--- src/rtl/fpu_req_arbiter.sv ---
// Round-robin arbiter that shares one fixed-latency FPU core among NUM_REQ requesters.
// One operation is in flight at a time; the result is returned over a per-requester valid/ready handshake.
module fpu_req_arbiter #(
    parameter int NUM_REQ = 4,
    parameter int LATENCY = 3
) (
    input  logic                   Clk,
    input  logic                   RstN,
    input  logic [NUM_REQ-1:0]     req_valid,
    output logic [NUM_REQ-1:0]     req_ready,
    input  logic [32*NUM_REQ-1:0]  req_a,
    input  logic [32*NUM_REQ-1:0]  req_b,
    input  logic [4*NUM_REQ-1:0]   req_op,
    output logic [31:0]            a_operand,
    output logic [31:0]            b_operand,
    output logic [3:0]             Operation,
    input  logic [31:0]            FPU_Output,
    input  logic                   Exception,
    input  logic                   Overflow,
    input  logic                   Underflow,
    output logic [NUM_REQ-1:0]     rsp_valid,
    input  logic [NUM_REQ-1:0]     rsp_ready,
    output logic [31:0]            rsp_data,
    output logic [2:0]             rsp_flags,
    output logic                   busy
);

    localparam int IW = (NUM_REQ > 1) ? $clog2(NUM_REQ) : 1;
    localparam int CW = $clog2(LATENCY + 1);

    localparam logic [1:0] IDLE = 2'd0;
    localparam logic [1:0] BUSY = 2'd1;
    localparam logic [1:0] RESP = 2'd2;

    logic [1:0]    state;
    logic [IW-1:0] rr_ptr;
    logic [IW-1:0] grant;
    logic [IW-1:0] pick;
    logic          found;
    logic [CW-1:0] counter;

    logic [31:0] a_arr  [NUM_REQ];
    logic [31:0] b_arr  [NUM_REQ];
    logic [3:0]  op_arr [NUM_REQ];

    always_comb begin
        for (int unsigned i = 0; i < NUM_REQ; i++) begin
            a_arr[i]  = req_a[32*i +: 32];
            b_arr[i]  = req_b[32*i +: 32];
            op_arr[i] = req_op[4*i +: 4];
        end
    end

    // First valid requester at or after rr_ptr, wrapping modulo NUM_REQ.
    always_comb begin
        int unsigned   idx;
        logic [IW-1:0] cand;
        found = 1'b0;
        pick  = '0;
        idx   = 0;
        cand  = '0;
        for (int unsigned i = 0; i < NUM_REQ; i++) begin
            idx = 32'(rr_ptr) + i;
            if (idx >= NUM_REQ) begin
                idx = idx - NUM_REQ;
            end
            cand = IW'(idx);
            if (!found && req_valid[cand]) begin
                found = 1'b1;
                pick  = cand;
            end
        end
    end

    always_comb begin
        req_ready = '0;
        if (RstN && state == IDLE && found) begin
            req_ready[pick] = 1'b1;
        end
    end

    always_comb begin
        rsp_valid = '0;
        if (state == RESP) begin
            rsp_valid[grant] = 1'b1;
        end
    end

    assign busy = (state != IDLE);

    always_ff @(posedge Clk) begin
        if (!RstN) begin
            state     <= IDLE;
            rr_ptr    <= '0;
            grant     <= '0;
            counter   <= '0;
            a_operand <= '0;
            b_operand <= '0;
            Operation <= '0;
            rsp_data  <= '0;
            rsp_flags <= '0;
        end else begin
            case (state)
                IDLE: begin
                    if (found) begin
                        a_operand <= a_arr[pick];
                        b_operand <= b_arr[pick];
                        Operation <= op_arr[pick];
                        grant     <= pick;
                        counter   <= CW'(LATENCY);
                        state     <= BUSY;
                    end
                end
                BUSY: begin
                    counter <= counter - 1'b1;
                    if (counter == CW'(1)) begin
                        rsp_data  <= FPU_Output;
                        rsp_flags <= {Exception, Overflow, Underflow};
                        state     <= RESP;
                    end
                end
                RESP: begin
                    if (rsp_ready[grant]) begin
                        // Pointer moves past the served requester so it queues behind everyone else.
                        rr_ptr <= (32'(grant) == NUM_REQ - 1) ? '0 : grant + 1'b1;
                        state  <= IDLE;
                    end
                end
                default: state <= IDLE;
            endcase
        end
    end

endmodule

--- config.mk ---
export PLATFORM = sky130hd
export DESIGN_NAME = fpu_req_arbiter
export DESIGN_NICKNAME = d
export VERILOG_FILES = /design/src/rtl/fpu_req_arbiter.sv
export SDC_FILE = /design/constraint.sdc
export NUM_CORES = 1
export LEC_CHECK = 0
export CORE_AREA = 2 2 167 169
export CTS_CLUSTER_SIZE = 20
export DETAILED_ROUTE_END_ITERATION = 12
export DIE_AREA = 0 0 169 171
export GPL_ROUTABILITY_DRIVEN = 0
export PLACE_DENSITY_LB_ADDON = 0.05
export SLEW_MARGIN = 20
export SYNTH_ARGS = -nofsm -noshare
export SYNTH_HDL_FRONTEND = slang
export SYNTH_SLANG_ARGS = --single-unit
--- constraint.sdc ---
create_clock -name Clk -period 3.3 [get_ports Clk]
set_input_delay 0.66 -clock Clk [delete_from_list [all_inputs] [get_ports Clk]]
set_output_delay 0.66 -clock Clk [all_outputs]
set_load 0.005 [all_outputs]
-- After elaboration in Yosys (flattened, before gate mapping)
Cells that the tools add are included.
Widths: inputs -> output; s select.
- register bits after elaboration: 111
- input bits: 317
- output and inout port bits: 112
- word-level logic and storage cells: 101
- add/subtract/negate cells: 9
- order comparisons: 13
- eq/ne operators: 7
- mux-type cells: 44
- bitwise operators: 1
- reduce and logical (&&, ||, !) cells: 18
- operators with widths (cell ; number):
    $bmux 32 s2 ; 2
    $mux 32 ; 4
    $mux 2 ; 13
    $lt 2x3->1 const B ; 6
    $mux 4 ; 4
    $ge 3x3->1 const B ; 4
    $mux 1 ; 11
    $bmux 1 s2 ; 5
    $sub 2x1->2 const B ; 5
    $bmux 4 s2 ; 1
    $reduce_and 2->1 ; 4
    $logic_and 1x1->1 ; 7
    $add 2x2->3 const B ; 2
    $pmux 2 s3 ; 1
    $demux 1 s2 ; 2
    $eq 2x1->1 const B ; 2
    $eq 2x2->1 const B ; 2
    $ge 2x1->1 const B ; 2
    $ne 2x2->1 const B ; 2
    $pmux 2 s2 ; 1
    $reduce_bool 2->1 ; 2
    $add 2x1->3 const B ; 1
    $ge 2x3->1 const B ; 1
    $logic_not 1->1 ; 3
    5 further kinds ; 5

-- Logic depth before layout (Yosys ltp)
- depth in word-level cells: 19
- gate-level depth with buffers: 9
- mapped depth without buffers: 5

-- Worst setup path after synthesis
Ideal clock, no wire load.
- path kind: input-to-output
- start point: input req_valid[3]
- end point: output req_ready[1]
- arrival time: 1751 ps
- required time: 2640 ps
- setup slack: 889 ps
- stages on the path: 7
- buffers on the path: 4
- cells stage by stage: buf_2 o21ai_0 o211a_1 buf_2 buf_2 buf_6 and3_1
- word-level cells in the longest chain between the ends: 17
- elaborated cells on any way between the ends: 29
- classes of those cells: order compare (2); mux (19); reduce/logical (8)
- ends and longest elaborated chain (item ; line ; text):
    start: declaration ; 9 ; input logic [NUM_REQ-1:0] req_valid,
    $bmux 1 s2 ; 68 ; if (!found && req_valid[cand]) begin
    $mux 1 (not written as such) ; 68 ;
    $mux 1 ; 68 ;
    $logic_not 1->1 ; 68 ;
    $logic_and 1x1->1 ; 68 ;
    $mux 1 ; 68 ;
    $logic_not 1->1 ; 68 ;
    $logic_and 1x1->1 ; 68 ;
    $mux 1 ; 68 ;
    $logic_not 1->1 ; 68 ;
    $logic_and 1x1->1 ; 68 ;
    $mux 2 ; 68 ;
    $lt 2x3->1 (not written as such) or $ge 2x1->1 (tied branches) ; 78 ; req_ready[pick] = 1'b1;
    $logic_and 1x1->1 (not written as such) ; 78 ;
    $mux 1 (not written as such) ; 78 ;
    $demux 1 s2 ; 78 ;
    $mux 4 * ; 77 ; if (RstN && state == IDLE && found) begin
    end: declaration ; 10 ; output logic [NUM_REQ-1:0] req_ready,
Mark *: on every way between the ends. The rest lies on a longest branch, timed or not. The select of a mux whose other input is x is not followed.

-- Worst setup path in the final report
- start point: input req_valid[0]
- end point: output req_ready[0]
The elaborated chain is that of the path after synthesis.

==> reports/qor.yml <==
setup_ws_ps: 209.0
p_total_w: 0.004306
crit_arrival_ps: 2430
ir_drop_v: 0.0002529
synth_top_cell_by_area: "dfxtp_1"
firstDrtPassIters: 4
rows: 61
synth_area_leaders: "dfxtp_1 35%, mux2i_1 11%, o211ai_1 7.9%"
pin_count: 429
syn_avg_cell_area_um2: 8.948
holdWs_ps: 464.6
htree_levels: 3
drtAntennaViolNets: 0
cts_buffers: 9
grtUsageTotal_pct: 18.55
path_class: "in2out"
final.setup_skew_ps: 8.697
drt_wl_total_mm: 28.42
rsz0062_at_grt: "no"
cts.sinks: 111
cts_tree: "done"
synth_nets: 1035
power_leakage_nw: 4.007
grt_first_pass_wirelength_mm: 41.33
preCtsSetupSlack_ps: 212.0
synthArstFlopShare_pct: 0
tightest_slew_ps: 1030
nets: 1409
hpwlAfterDp_mm: 20.57
drc: 0
dieArea_um2: 28900
ys_ff_latch: 111
cts_root_buf: "clkbuf_16"
worst_setup_path_start_kind: "primary input"
p_per_area_nw_per_um2: 383.8
yosys_warnings: 0
grt_pass1_vias: 6900
run_status: "complete, no violations"
clkLatencyLatePin_ps: 360
drtIter0Drc: 370
cap_violations: 0
min_period_over_period_pct: 93.67
grt_max_degree: 139
clockBufferDepth: 2
ctsHoldBuffers: 0
synthCells: 713
area_growth_syn_to_layout_pct: 75.84
numPortBuffers: 428
yosysTopAreaCellShare_pct: 34.83
antenna_found_initial: 5
route.detailed.wl_per_inst_um: 19.70
fin_crit_ps: 3091
postLayoutCoreUtil_pct: 41.06
hold_viol: 0
avgViaCountPerCell: 4.949
overflow: 0
drive_gt1_share_pct: 6.410
max-slew-margin-rel_pct: 31.34
die_w_um: 169
synth-seq-area-share_pct: 34.83
hold_class: "reg2reg"
start_util_pct: 23.35
cp_max_fo: 8
setup_viol: 0
clk_pin_slew_ps: 80
cts_resized: 0
die_h_um: 171
cp-end-kind: "output pin"
netlist_area_um2: 6380
synthFlopType: "dfxtp_1"
timing.fmax_ghz: 0.3235
synth_edf_count: 0
placeableCoreArea_um2: 27320
yosysUniqueCellTypes: 44
finalSetupTns_ps: 0
vias: 7142
cts_setup_buffers: 0
slew_violations: 0
critPathRequiredTime_ps: 2640
## stage by stage
stage | area, µm² | std cells
5_1_grt | 11220 | 1442
3_3_place_gp | 10910 | 1422
6_report | 11220 | 1443
4_1_cts | 11200 | 1438
3_5_place_dp | 10910 | 1422
2_1_floorplan | 6380 | 713
## cell type report
| type | instances | area (µm²) |
|---|---|---|
| fillers | 2781 | 16110 |
| repair buffers | 447 | 4516 |
| multi-input cells | 514 | 3729 |
| flip-flops and latches | 111 | 2222 |
| well taps | 346 | 432.9 |
| clock buffers | 10 | 239.0 |
| clock inverters | 6 | 52.55 |
| inverters | 4 | 15.01 |
| diodes | 5 | 12.51 |
## where the power goes
part / switching, W / internal, W / total (W) / leakage (nW)
clock network: 0.000572 / 0.000548 / 0.00112 / 0.138
logic: 0.000665 / 0.000903 / 0.00157 / 2.95
registers: 0.000112 / 0.00151 / 0.00162 / 0.916
total: 0.00135 / 0.00296 / 0.00431 / 4.01
## flip-flops by register name, summed over array words and instances (netlist names)
register / flops
grant: 2
b_operand: 32
state: 2
rsp_flags: 3
Operation: 4
a_operand: 32
rsp_data: 32
rr_ptr: 2
counter: 2
## placed cells by master (no fill, tap or decap), drive strengths merged
cell,count
a211oi,1
a21boi,38
a21oi,4
a221oi,68
a31oi,1
and2,6
and3,1
and4,1
buf,20
clkbuf,10
clkdlybuf4s50,427
clkinv,1
clkinvlp,2
dfxtp,111
diode,5
ha,5
inv,7
mux2i,69
mux4,1
nand2,81
nand2b,3
nor2,5
nor2b,8
nor3,4
nor4,1
o211a,1
o211ai,67
o21a,1
o21ai,72
o221ai,1
o22a,1
o22ai,70
or2,2
or3,2
## worst max-delay path: stages
cell	delay (ps)
clkdlybuf4s50_1	610
nand2_1	110
or3_4	360
a21oi_1	160
clkdlybuf4s50_1	530
## cell usage after synthesis (3+ instances only)
master and number:
clkbuf_1 34, a221oi_2 20, mux2i_1 69, a221oi_1 48
buf_2 36, o22ai_1 68, inv_1 4, nor2b_1 6
nand2_1 80, a21boi_0 37, nand2b_1 3, nor2_1 5
ha_1 5, buf_6 5, o21ai_0 69, o21ai_1 3
o211ai_1 67, buf_4 6, and2_1 6, dfxtp_1 111
a21oi_1 3
## kinds of logic (layout without fill, tap and decap cells)
kind of cell	Yosys count	in the layout	synth area share, %
adder cells (fa/ha/maj)	5	5	0.9806
buffers and inverters	88	467	7.237
other	0	5	0
multiplexers	70	70	11.18
flip-flops	111	111	34.83
AO/OA/AOI/OAI	325	325	37.50
AND/OR/NAND/NOR	114	114	8.277
## worst paths after layout
check                             startpoint           end  slack (ps)  cells after the start
worst max-delay path            req_valid[0]  req_ready[0]         210                      5
worst min-delay path            rsp_data[23]  rsp_data[23]         460                      2
worst max register to register     rr_ptr[1]  a_operand[4]        1240                      5
worst min register to register  rsp_data[23]  rsp_data[23]         460                      2
## routing by layer
layer,GRT usage (%),up-vias,wire [µm]
met1,21.56,3306,11360
met4,5.909,0,620
met3,5.505,30,2260
li1,-,3524,-
met2,32.77,282,14180
met5,0,-,0
No activity file was read; power rests on OpenSTA's default activity.
